===== src/rtl/store_data_formatter.sv =====
// Store-path formatter: turns SB/SH/SW requests into word-aligned, lane-replicated
// data-memory writes queued in a 2-entry FIFO; illegal requests are dropped and flagged.
module store_data_formatter #(
  parameter int NB_DATA = 32,
  parameter int NB_ADDR = 32
) (
  input  logic               i_clk,
  input  logic               i_reset,
  input  logic               i_valid,
  output logic               o_ready,
  input  logic [1:0]         i_size,
  input  logic [NB_ADDR-1:0] i_addr,
  input  logic [NB_DATA-1:0] i_data,
  output logic               o_mem_valid,
  input  logic               i_mem_ready,
  output logic [NB_ADDR-1:0] o_mem_addr,
  output logic [NB_DATA-1:0] o_mem_data,
  output logic [3:0]         o_mem_be,
  output logic               o_misaligned,
  output logic [NB_ADDR-1:0] o_bad_addr
);

  typedef enum logic [1:0] {
    SIZE_BYTE = 2'b00,
    SIZE_HALF = 2'b01,
    SIZE_WORD = 2'b10,
    SIZE_RSVD = 2'b11
  } size_e;

  typedef struct packed {
    logic [NB_ADDR-1:0] addr;
    logic [NB_DATA-1:0] data;
    logic [3:0]         be;
  } entry_t;

  entry_t             entry_q [2];
  entry_t             entry_d [2];
  entry_t             new_entry;
  entry_t             head;
  logic [1:0]         count_q, count_d;
  logic               wr_ptr_q, wr_ptr_d;
  logic               rd_ptr_q, rd_ptr_d;
  logic               misaligned_q, misaligned_d;
  logic [NB_ADDR-1:0] bad_addr_q, bad_addr_d;
  logic               legal;
  logic               accept;
  logic               push;
  logic               pop;

  // o_ready looks only at registered count, so memory backpressure never reaches it combinationally.
  assign o_ready     = !i_reset && (count_q != 2'd2);
  assign accept      = i_valid && o_ready;
  assign push        = accept && legal;
  assign o_mem_valid = (count_q != 2'd0);
  assign pop         = o_mem_valid && i_mem_ready;

  assign head         = entry_q[rd_ptr_q];
  assign o_mem_addr   = o_mem_valid ? head.addr : '0;
  assign o_mem_data   = o_mem_valid ? head.data : '0;
  assign o_mem_be     = o_mem_valid ? head.be   : '0;
  assign o_misaligned = misaligned_q;
  assign o_bad_addr   = bad_addr_q;

  // NOTE: every signal gets a default before the case so no path leaves it unassigned (no latch).
  always_comb begin
    legal          = 1'b0;
    new_entry      = '0;
    new_entry.addr = {i_addr[NB_ADDR-1:2], 2'b00};
    case (size_e'(i_size))
      SIZE_BYTE: begin
        legal          = 1'b1;
        new_entry.data = {4{i_data[7:0]}};
        new_entry.be   = 4'b0001 << i_addr[1:0];
      end
      SIZE_HALF: begin
        legal          = !i_addr[0];
        new_entry.data = {2{i_data[15:0]}};
        new_entry.be   = i_addr[1] ? 4'b1100 : 4'b0011;
      end
      SIZE_WORD: begin
        legal          = (i_addr[1:0] == 2'b00);
        new_entry.data = i_data;
        new_entry.be   = 4'b1111;
      end
      default: legal = 1'b0;
    endcase
  end

  always_comb begin
    entry_d  = entry_q;
    wr_ptr_d = wr_ptr_q;
    rd_ptr_d = rd_ptr_q;
    count_d  = count_q;
    if (push) begin
      entry_d[wr_ptr_q] = new_entry;
      wr_ptr_d          = wr_ptr_q + 1'b1;
    end
    if (pop) rd_ptr_d = rd_ptr_q + 1'b1;
    case ({push, pop})
      2'b10:   count_d = count_q + 2'd1;
      2'b01:   count_d = count_q - 2'd1;
      default: count_d = count_q;
    endcase
    misaligned_d = accept && !legal;
    bad_addr_d   = misaligned_d ? i_addr : bad_addr_q;
  end

  // NOTE: sequential state uses non-blocking assignment so all flops update together at the edge.
  always_ff @(posedge i_clk) begin
    if (i_reset) begin
      count_q      <= 2'd0;
      wr_ptr_q     <= 1'b0;
      rd_ptr_q     <= 1'b0;
      misaligned_q <= 1'b0;
      bad_addr_q   <= '0;
    end else begin
      count_q      <= count_d;
      wr_ptr_q     <= wr_ptr_d;
      rd_ptr_q     <= rd_ptr_d;
      misaligned_q <= misaligned_d;
      bad_addr_q   <= bad_addr_d;
    end
  end

  // NOTE: entry storage is not reset; count=0 already masks it from the outputs, so stale data is never visible.
  always_ff @(posedge i_clk) begin
    entry_q <= entry_d;
  end

endmodule

===== config.mk =====
export PLATFORM = sky130hd
export DESIGN_NAME = store_data_formatter
export DESIGN_NICKNAME = d
export VERILOG_FILES = /design/src/rtl/store_data_formatter.sv
export SDC_FILE = /design/constraint.sdc
export NUM_CORES = 1
export LEC_CHECK = 0
export ABC_AREA = 1
export CORE_MARGIN = 4
export CORE_UTILIZATION = 40
export DETAILED_ROUTE_END_ITERATION = 8
export PLACE_DENSITY = 0.7
export SYNTH_ARGS = -nofsm -noshare
export SYNTH_HDL_FRONTEND = slang
export SYNTH_SLANG_ARGS = --single-unit

===== constraint.sdc =====
create_clock -name i_clk -period 4.6 [get_ports i_clk]
set_clock_uncertainty 0.15 [all_clocks]
set_input_delay 0.92 -clock i_clk [delete_from_list [all_inputs] [get_ports i_clk]]
set_output_delay 0.92 -clock i_clk [all_outputs]
set_load 0.05 [all_outputs]

Yosys cells after proc, flatten, opt, wreduce, memory -nomap -nowiden. Cells that the tools add are included.

Register bits after elaboration: 173. Output and inout port bits: 103. Word-level logic and storage cells: 52.

Add/subtract/negate cells: 4. Order comparisons: 3. Equality and inequality tests: 5. Shifts and indexed selects: 1. Muxes and demuxes: 13. Bitwise operators: 2. Reduce and logical (&&, ||, !) cells: 13.

Operators with widths (number): $mux W68 (4); $bwmux W136 (1); $pmux W36 S3 (1); $demux W68 S1 (1); $mux W32 (2); $mux W4 (2); $logic_and A1 B1 Y1 (6); $eq A2 B1 Y1 const B (2); $eq A2 B2 Y1 const B (2); $ge A2 B2 Y1 const B (2); $logic_not A2 Y1 (2); $not A1 Y2 (2); $pmux W2 S2 (1); $reduce_bool A2 Y1 (2); $shl A1 B2 Y4 const A (1); $logic_not A1 Y1 (3); $pmux W1 S3 (1); $add A1 B1 Y1 const B (2); $add A2 B1 Y2 const B (1); $lt A2 B1 Y1 const B (1); $ne A2 B2 Y1 const B (1); $sub A2 B1 Y2 const B (1).

Longest topological paths before layout.
Depth after elaboration: 6. Gate-level depth with buffers: 13. Mapped depth without buffers: 11.

Least setup slack after synthesis. OpenSTA, ideal clock, no wires.

Path kind: input -> register. Start: input i_size[0]. End: register entry_q[100] in the netlist's numbering (enable). Setup time: 490 ps. Arrival: 4364 ps. Required time: 3960 ps. Path slack: -404 ps. Stages: 6. Path buffers: 1. Cells stage by stage: buf_4 nor2_2 nor2_1 nor2_2 nand2_1 nor2_1.

Longest elaborated chain between the ends: 3.

RTL lines: start: declaration (RTL line 11) `input logic [1:0] i_size,`; $eq A2 B2 Y1 (tied with other cells) (RTL line 69) `case (size_e'(i_size))`; $pmux W1 S3 * (RTL line 69); $logic_and A1 B1 Y1 * (RTL line 53) `assign push = accept && legal;`; end signal: assignment (RTL line 127) `entry_q <= entry_d;`; end: declaration (RTL line 36) `entry_t entry_q [2];`.

Mark *: on every way between the ends. The rest lies on a longest branch, timed or not. A chain may end at the register's enable or synchronous reset.

Worst setup path in the final report.
Start: register rd_ptr_q. End: output o_mem_data[13].

Longest elaborated chain between the ends: 5.

RTL lines: start: declaration (RTL line 42) `logic rd_ptr_q, rd_ptr_d;`; start signal: assignment (RTL line 119) `rd_ptr_q <= rd_ptr_d;`; $not A1 Y2 (implied by the code) (RTL line 57) `assign head = entry_q[rd_ptr_q];`; $mux W68 (implied by the code) (3 in a row) (RTL line 57); $mux W32 (RTL line 59) `assign o_mem_data = o_mem_valid ? head.data : '0;`; end: declaration (RTL line 17) `output logic [NB_DATA-1:0] o_mem_data,`.

No other way between the ends. The select of a mux whose other input is x is not followed.

==> run summary <==
Outcome - finished, final reports clean
Post-Syn Instances - 678
Sink Count - 169
Crit path largest cell delay - 0.85 ns
Drt first pass iters - 5
Clock Tree Root - clkbuf_16
Post_cts resized - 0
Biggest area consumer among synthesized cells - edfxtp_1
Clk slew on worst S/H paths - 0.06 ns
Maximum clock rate - 0.268 GHz
Setup_tns - 0 ns
LEAKAGE - 0.00347 uW
Maximum vdd drop - 0.256 mV
Synth cell types - 23
Initial DRC count - 381
Max-Cap Viols - 0
Mean post-synth cell area - 10.4 um2
Crit share post-route - 81.0%
Setup CP Type - register to output port
Met1 GRT Util - 23.1%
Area Overhead vs Synth - 34.6%
Largest net degree at the start of global routing - 69
Setup violators final - 0
WHS Endpoint - o_bad_addr[22]$_SDFFE_PP0P_
DIE AREA - 0.0198 mm2
WL per Instance - 16.4 um
Placeable Area - 0.0173 mm2
Worst setup EP type - output port
CP Data Required Time - 3.53 ns
Hold Buf Count CTS - 0
Combinational Power Share - 21.4%
Switching portion of total power - 29.0%
TritonCTS clock tree - built
Setup repair bufs after CTS - 0
Final Net Count - 906
Synthesized cell area - 0.00704 mm2
ANT nets after route - 0
Die width - 141 um
Commonest non-fill, non-tap cells in the layout - nand2_1, clkdlybuf4s50_1, edfxtp_1
Crit-path cells - inv_2, buf_12, nand2_1, a21oi_1, clkdlybuf4s50_1
N_diodes - 0
Num ports - 173
Drt total wl - 17600 um
Hold path startpoint - o_bad_addr[22]$_SDFFE_PP0P_
Number of flops mapped to enable cells by yosys - 132
Prevailing post-synth register cell - edfxtp_1
Global routing usage on met3 - 4.14%
Share of the synthesized area in the top cell type - 56.3%
CP arrival - 2.66 ns
Total GRT Usage - 17.8%
Final HPWL DP - 11400 um
Synth Register Bits - 169
Vias - 5212
Layout Utilization - 54.8%
Starting Density - 40.7%
Async S/R FF share, synth - 0%
Min Clock Period, post-route - 3.73 ns
Worst Tran Pin Value - 0.734 ns
Commonest non-fill, non-tap cell in the layout - nand2_1
Port Buffers - 170
Final Hold Viols - 0
Worst r2r src - count_q[0]$_SDFFE_PP0P_
Global-route wire length before repair - 27500 um
Grt total ovfl - 0
GP Congestion - 0.845
Seq pwr share - 43.5%
Switching power - 1150 uW
RSZ-0062 raised after global routing - no
Max stage delay cell, worst path - clkdlybuf4s50_1
Clock Tree Buf Depth - 2
P_int - 2800 uW
YS warnings - 0
Worst setup SP type - register
Leading post-synthesis cells by cell area - edfxtp_1, nand2_1, dfxtp_1, a21oi_1, nand3b_1
Hold-critical path depth - 2
Pwr dens - 417 mW/mm2
H-Tree Level Count - 4
Vias/cell - 4.86
Register-to-Register Path Depth - 7
R2R setup slack - 2.43 ns
Max_slew headroom - 51.1%
Vias in the first global route - 5036
Clock network power share - 35.1%
Register area share after synthesis - 66.8%
Later-pin clock latency in the skew report - 0.41 ns
Row count - 48
R2r endpoint - entry_q[61]$_DFFE_PP_
Worst-path maximum fanout - 35
Met2 Use GR - 28.7%
Max Transition Viols Final - 0
Most Crowded Layer GR - met2
Initial antenna violation count - 0
DRC viols - 0
CTS Buf Count - 17
Hold/Removal Path Class - register to register
Share of cells above drive strength 1 - 6.38%
Die height - 141 um
Yosys cell counts, types with 2 or more instances:
library cell,n
inv_2,6
nor2_2,3
buf_2,18
o21ai_1,3
buf_1,2
nand3b_1,30
buf_6,6
clkbuf_1,10
dfxtp_1,37
edfxtp_1,132
inv_1,17
buf_4,7
o21ai_0,13
nand2_2,2
nand2_4,2
nor2_1,53
nand2_1,212
nand3_1,19
a21oi_1,102
stage by stage:
step	std cells	hold slack, ns	area, um2	power, uW	setup WS, ns
finish	1072	0.327	9470	3950	0.873
global route	1072	0.362	9470	4110	0.755
CTS	1072	0.334	9470	3990	0.824
detailed placement	1041	0.319	8900	2600	0.880
global placement	1041	0.311	8900	2600	0.925
floorplan	679	0.324	7040	2290	0.699
per-layer routing:
metal | wire length (um) | vias up | share of wire [%]
met5 | 0 | - | 0
met4 | 471 | 0 | 2.7
met3 | 970 | 32 | 5.5
met2 | 8600 | 170 | 49
met1 | 7550 | 2405 | 43
li1 | - | 2605 | -
power by group through the flow:
| stage | clock network (uW) | registers [uW] | logic [uW] |
|---|---|---|---|
| global route | 1490 | 1720 | 902 |
| global placement | 0 | 1750 | 848 |
| CTS | 1420 | 1720 | 856 |
| finish | 1390 | 1720 | 847 |
| floorplan | 0 | 1820 | 477 |
| detailed placement | 0 | 1750 | 852 |
state kept, by name, summed over array words and instances, names as in the netlist:
signal / count
entry_q: 132
o_bad_addr: 32
count_q: 2
o_misaligned: 1
rd_ptr_q: 1
wr_ptr_q: 1
cells by family (layout without fill, tap and decap cells):
family	after synthesis	after routing	share of synthesized area, %
flip-flops	169	169	66.8
AND/OR/NAND/NOR	323	323	19.7
buffers and inverters	66	234	4.85
other	1	2	0.0533
adder cells (fa/ha/maj)	1	1	0.178
AO/OA/AOI/OAI	118	118	8.39
area by class of cell:
class                           count  area (um2)
Sequential cell                   169        4710
Fill cell                        1510        7830
Clock buffer                       22         475
Timing Repair Buffer              180        1810
Inverter                           23        86.3
Tap cell                          225         282
Clock inverter                      9        97.6
Multi-Input combinational cell    444        2010
critical path: cells and delay by family (launching register included):
kind,cells,cell delay [ns]
DFF,1,0.32
AOI/OAI and AO/OA,1,0.23
and+or+nand+nor,1,0.07
buffers and inverters,3,1.60
worst max-delay path by stage:
stage | startpoint | end | slack [ns] | cells after the start
3_5_place_dp | i_size[1] | entry_q[53]$_DFFE_PP_ | 0.88 | 7
2_1_floorplan | i_size[0] | entry_q[100]$_DFFE_PP_ | 0.70 | 6
6_report | rd_ptr_q$_SDFFE_PP0P_ | o_mem_data[13] | 0.87 | 5
4_1_cts | rd_ptr_q$_SDFFE_PP0P_ | o_mem_data[13] | 0.82 | 5
3_3_place_gp | i_size[1] | entry_q[61]$_DFFE_PP_ | 0.92 | 7
5_1_grt | rd_ptr_q$_SDFFE_PP0P_ | o_mem_data[13] | 0.75 | 5
Power figures use the tool's default switching activity.
